$ cat config.mk
export PLATFORM = sky130hd
export DESIGN_NAME = icache
export DESIGN_NICKNAME = d
export VERILOG_FILES = /design/src/rtl/icache.sv
export SDC_FILE = /design/constraint.sdc
export NUM_CORES = 1
export LEC_CHECK = 0
export CAP_MARGIN = 20
export CORE_UTILIZATION = 55
export DETAILED_ROUTE_END_ITERATION = 6
export DONT_BUFFER_PORTS = 1
export GPL_ROUTABILITY_DRIVEN = 0
export PLACE_DENSITY = 0.72
export REMOVE_ABC_BUFFERS = 1
export SKIP_LAST_GASP = 1
export SYNTH_ARGS = -nofsm -noshare
export SYNTH_HDL_FRONTEND = slang
export SYNTH_SLANG_ARGS = --single-unit
$ cat constraint.sdc
create_clock -name clk_in -period 13.6 [get_ports clk_in]
set_input_delay 2.72 -clock clk_in [delete_from_list [all_inputs] [get_ports clk_in]]
set_output_delay 2.72 -clock clk_in [all_outputs]
set_load 0.03 [all_outputs]
$ cat src/rtl/icache.sv
// icache: direct-mapped, one-word-per-line instruction cache between fetch and memctrl.
// Hits return in one cycle; a miss requests one word, fills the line and forwards it.
module icache #(
  parameter int INDEX_BITS = 4
) (
  input  logic        clk_in,
  input  logic        rst_in,
  input  logic        rdy_in,
  input  logic        fetch_valid,
  input  logic [31:0] fetch_addr,
  input  logic        flush,
  output logic        fetch_ready,
  output logic [31:0] fetch_inst,
  output logic        mem_req,
  output logic [31:0] mem_addr,
  input  logic        mem_done,
  input  logic [31:0] mem_data
);
  localparam int LINES    = 1 << INDEX_BITS;
  localparam int TAG_BITS = 30 - INDEX_BITS;

  typedef enum logic {S_IDLE, S_WAIT} state_t;

  state_t              r_state;
  logic                r_cancel;
  logic [LINES-1:0]    r_valid;
  logic [TAG_BITS-1:0] r_tag_arr  [LINES];
  logic [31:0]         r_data_arr [LINES];

  logic [INDEX_BITS-1:0] w_idx;
  logic [INDEX_BITS-1:0] w_fill_idx;
  logic [TAG_BITS-1:0]   w_tag;
  logic [TAG_BITS-1:0]   w_fill_tag;
  logic                  w_hit;
  logic                  w_fill;
  logic                  w_unused;

  assign w_idx      = fetch_addr[INDEX_BITS+1:2];
  assign w_tag      = fetch_addr[31:INDEX_BITS+2];
  // The outstanding miss address doubles as the latched fill index/tag.
  assign w_fill_idx = mem_addr[INDEX_BITS+1:2];
  assign w_fill_tag = mem_addr[31:INDEX_BITS+2];
  assign w_hit      = r_valid[w_idx] && (r_tag_arr[w_idx] == w_tag);
  assign w_fill     = rdy_in && (r_state == S_WAIT) && mem_done;
  assign w_unused   = ^fetch_addr[1:0];

  // Tag and data arrays carry no reset; only the valid bits do.
  always_ff @(posedge clk_in) begin
    if (w_fill) begin
      r_tag_arr[w_fill_idx]  <= w_fill_tag;
      r_data_arr[w_fill_idx] <= mem_data;
    end
  end

  always_ff @(posedge clk_in or posedge rst_in) begin
    if (rst_in) begin
      r_state     <= S_IDLE;
      r_cancel    <= 1'b0;
      r_valid     <= '0;
      fetch_ready <= 1'b0;
      fetch_inst  <= '0;
      mem_req     <= 1'b0;
      mem_addr    <= '0;
    end else if (rdy_in) begin
      fetch_ready <= 1'b0;
      case (r_state)
        S_IDLE: begin
          if (fetch_valid && !flush) begin
            if (w_hit) begin
              fetch_ready <= 1'b1;
              fetch_inst  <= r_data_arr[w_idx];
            end else begin
              mem_req  <= 1'b1;
              mem_addr <= {fetch_addr[31:2], 2'b00};
              r_cancel <= 1'b0;
              r_state  <= S_WAIT;
            end
          end
        end
        S_WAIT: begin
          if (mem_done) begin
            mem_req            <= 1'b0;
            r_valid[w_fill_idx] <= 1'b1;
            r_cancel           <= 1'b0;
            r_state            <= S_IDLE;
            // A redirect seen at any point of the miss still fills, but is not answered.
            if (!r_cancel && !flush) begin
              fetch_ready <= 1'b1;
              fetch_inst  <= mem_data;
            end
          end else if (flush) begin
            r_cancel <= 1'b1;
          end
        end
        default: r_state <= S_IDLE;
      endcase
    end
  end
endmodule

==> Flow_metrics.wiki <==
{| class="wikitable"
! Metric !! Value
|-
| Number of endpoints with negative hold slack in the final report || 0
|-
| Transition time at the pin with the least slew margin || 1.08 ns
|-
| Maximum ir drop on the vdd rail || 0.0869 mV
|-
| Worst-case register-to-register setup slack || 9.35 ns
|-
| Number of enable-type register cells in the synthesized netlist || 928
|-
| Global-route usage over all layers || 24.8%
|-
| Post-layout nets || 1900
|-
| Cell at the root of the clock tree || sky130_fd_sc_hd__clkbuf_16
|-
| Critical path's largest stage delay || 0.78 ns
|-
| Number of gates given a new drive strength after cts || 0
|-
| Number of buffers added by the clock tree synthesis step || 94
|-
| 1st-pass router iterations || 5
|-
| End point of the most critical hold path || r_valid[10]
|-
| Post-DR vias/cell || 6.62
|-
| Maximum count of clock buffers along a single path || 3
|-
| Leak || 13.8 nW
|-
| CTS tree || yes
|-
| DRC violation total after the first TritonRoute iteration || 1966
|-
| Die H || 270 um
|-
| Die W || 270 um
|-
| Class of the most critical hold timing path || reg -> reg
|-
| Final setup slack of the worst path || 7.03 ns
|-
| Global route overflow || 0
|-
| Post-synthesis cell type count || 57
|-
| Routed wire length || 88900 um
|-
| Initial core utilization || 55.9%
|-
| Final number of max-transition violations || 0
|-
| Category of cells accounting for the largest share of critical-path delay || multiplexers
|-
| Area inside the core boundary || 70500 sq um
|-
| Max-cap check violation count || 0
|-
| Worst slack, placed || 6.43 ns
|-
| Largest net degree at the start of global routing || 208
|-
| Kind of start point of the critical path || input pin
|-
| Final critical path time including I/O delays and setup || 6.57 ns
|-
| Hold Path Stages || 1
|-
| Clock skew after layout || 0.0224 ns
|-
| Data required time of the critical path || 14.12 ns
|-
| Ordered cell list for the critical path || mux4_2 -> a22o_1 -> a221oi_1 -> xor2_1 -> nand4_4 -> o31ai_4 -> buf_4 -> mux2_2
|-
| Count of mapped cells out of synthesis || 1810
|-
| Number of top-level design ports || 136
|-
| Worst path bufs/invs || 1
|-
| Status || completed
|-
| CTS H-tree depth || 3
|-
| Number of antenna violations at the first check in global routing || 1
|-
| Count of endpoints failing setup in the final report || 0
|-
| Critical path peak fanout || 207
|-
| Worst-case headroom to the max-slew limit || 27.9%
|-
| Final worst path period share || 48.3%
|-
| Ratio of cells with drive above 1 in the final layout || 26.4%
|-
| Post-synthesis async set-or-reset flop share || 8.12%
|-
| Average wire per standard cell || 31.2 um
|-
| Timing-limited maximum frequency || 152 MHz
|-
| Sequential fraction of the synthesis area || 75.9%
|-
| Hold path startpoint || r_valid[10]
|-
| Setup TNS || 0 ns
|-
| Slowest cell on the critical path || sky130_fd_sc_hd__nand4_4
|-
| CP endpoint kind || flip-flop
|-
| Setup repair after global routing missed its margin || no
|-
| Pwr dens || 158 nW/um^2
|-
| Post-route DRC violation count || 0
|-
| Diodes inserted || 0
|-
| End of the worst register-to-register path || mem_addr[21]
|-
| Global-route wire length before repair || 130000 um
|-
| Area growth from synthesis to layout || 10.6%
|-
| Area enclosed by the die boundary || 72800 sq um
|-
| Synthesis-stage register bit count || 1010
|-
| Total number of yosys warnings || 0
|-
| Count of port buffers added during placement || 0
|-
| Count of buffers added by post-CTS timing repair for setup || 0
|-
| Kind of critical path || in -> reg
|-
| Arrival time reported for the critical path endpoint || 7.08 ns
|-
| Standard-cell rows || 97
|-
| Routed Antenna Nets || 0
|-
| Dpl hpwl || 42200 um
|-
| Top_reg_cell synth || sky130_fd_sc_hd__edfxtp_1
|-
| Clock transition at the register clock pins on the worst setup and hold paths after CTS || 0.06 ns
|-
| Syn avg cell area || 21.8 sq um
|-
| Sinks on Clock Net || 1010
|-
| Worst hold-check slack || 0.465 ns
|-
| FF-to-FF path depth || 8
|-
| Number of vias in the routed layout || 18900
|-
| Area of the mapped netlist || 39400 sq um
|-
| Reg2reg start || r_tag_arr[13][15]
|-
| # hold bufs at CTS || 0
|-
| Later-pin clock latency in the skew report || 0.65 ns
|-
| Via count of the first global-routing pass || 19500
|}
==> report_power, final <==
part / total, mW / switching [mW] / internal (mW) / leakage (nW)
clock network: 2.67 / 1.10 / 1.57 / 1.55
logic: 0.322 / 0.151 / 0.170 / 2.96
registers: 3.90 / 0.302 / 3.60 / 9.34
==> worst max-delay path by stage <==
stage,startpoint,end,slack [ns],cells past startpoint
floorplan,rdy_in,r_valid[0],5.02,5
global placement,fetch_addr[5],mem_addr[30],6.48,9
detailed placement,fetch_addr[5],mem_addr[31],6.43,9
CTS,fetch_addr[5],mem_addr[21],7.06,9
global route,fetch_addr[5],mem_addr[21],6.91,9
finish,fetch_addr[2],mem_addr[21],7.03,8
==> state kept, by name (all words and copies together), names as in the netlist <==
register	cells
r_valid	16
r_tag_arr	416
r_state	1
mem_req	1
fetch_inst	32
r_cancel	1
mem_addr	30
r_data_arr	512
fetch_ready	1
==> cell usage after synthesis (all sizes together), types with 8 or more instances <==
library cell  instances  area (sq um)
nand4b               32           280
a22o                 12           105
mux4                255          5740
nor2b                 8          50.1
dfrtp                82          2050
edfxtp              928         27900
mux2                 36           405
mux2i                49           490
o31ai                33           262
a21oi                42           210
xor2                 16           140
nand2                12          45.0
nor3                  8          40.0
nor2                 56           210
or2                  17           106
clkbuf               59           221
or4                  34           259
buf                  51           319
a22oi                11          82.6
==> cell type report <==
cell class / instances / area [sq um]
Timing Repair Buffer: 33 / 260
Multi-Input combinational cell: 685 / 9080
Inverter: 6 / 25.0
Clock inverter: 45 / 498
Sequential cell: 1010 / 29900
Clock buffer: 132 / 2650
Tap cell: 940 / 1180
Fill cell: 4639 / 26900
==> kinds of logic after synthesis <==
kind of cell,share of synthesized area (%)
AOI/OAI and AO/OA,2.32
DFF,75.9
buffers and inverters,1.43
other,0.00951
xor gates and xnor gates,0.466
muxes,16.8
and+or+nand+nor,3.08
==> per-layer routing <==
metal / routed length (um) / GRT usage (%) / up-vias / part of all wire, %
met5: 0 / 0 / - / 0
met4: 1270 / 5.79 / 0 / 1.4
met3: 8680 / 5.46 / 93 / 9.8
met2: 44400 / 40.5 / 919 / 50
met1: 34500 / 34.5 / 10200 / 39
li1: - / - / 7668 / -
==> metrics by stage <==
stage	util, %	power (mW)	instance area, sq um	cells
final	61.9	6.89	43600	2851
after global routing	61.9	7.09	43600	2851
after CTS	61.8	6.93	43600	2850
after detailed placement	57.4	4.29	40400	2673
after global placement	57.4	4.26	40400	2673
after floorplan	-	4.14	38900	1701
==> layout by cell type (no fill, tap or decap), types with 4 or more instances in the layout <==
cell type                   netlist  routed
sky130_fd_sc_hd__or2_2           16      16
sky130_fd_sc_hd__nor2b_1          8       8
sky130_fd_sc_hd__mux2_2          32      32
sky130_fd_sc_hd__xor2_1          16      16
sky130_fd_sc_hd__clkbuf_16        0      97
sky130_fd_sc_hd__clkinv_2         0      16
sky130_fd_sc_hd__a221oi_1         7       7
sky130_fd_sc_hd__nor3_2           0       5
sky130_fd_sc_hd__nand2b_1         5       5
sky130_fd_sc_hd__clkinv_1         1      15
sky130_fd_sc_hd__mux2i_1         49      49
sky130_fd_sc_hd__buf_4           10      32
sky130_fd_sc_hd__nand2_1         12      12
sky130_fd_sc_hd__o21ai_0          5       5
sky130_fd_sc_hd__nand3_1          6       6
sky130_fd_sc_hd__a22oi_1         11      11
sky130_fd_sc_hd__or4_1           33      33
sky130_fd_sc_hd__mux4_2         255     255
sky130_fd_sc_hd__nand4b_1        32      32
sky130_fd_sc_hd__and2_1           4       4
sky130_fd_sc_hd__nor2_1          56      43
sky130_fd_sc_hd__clkbuf_1        59      26
sky130_fd_sc_hd__edfxtp_1       928     928
sky130_fd_sc_hd__bufinv_16        0      11
sky130_fd_sc_hd__inv_6            0       4
sky130_fd_sc_hd__a22o_1          12      12
sky130_fd_sc_hd__nor2_4           0      12
sky130_fd_sc_hd__a21oi_1         42      42
sky130_fd_sc_hd__xnor2_1          5       5
sky130_fd_sc_hd__clkbuf_8         0       9
sky130_fd_sc_hd__mux2_1           4       4
sky130_fd_sc_hd__dfrtp_1         82      81
sky130_fd_sc_hd__o31ai_1         32      32
Note: power is estimated with default switching activity, not from simulation.
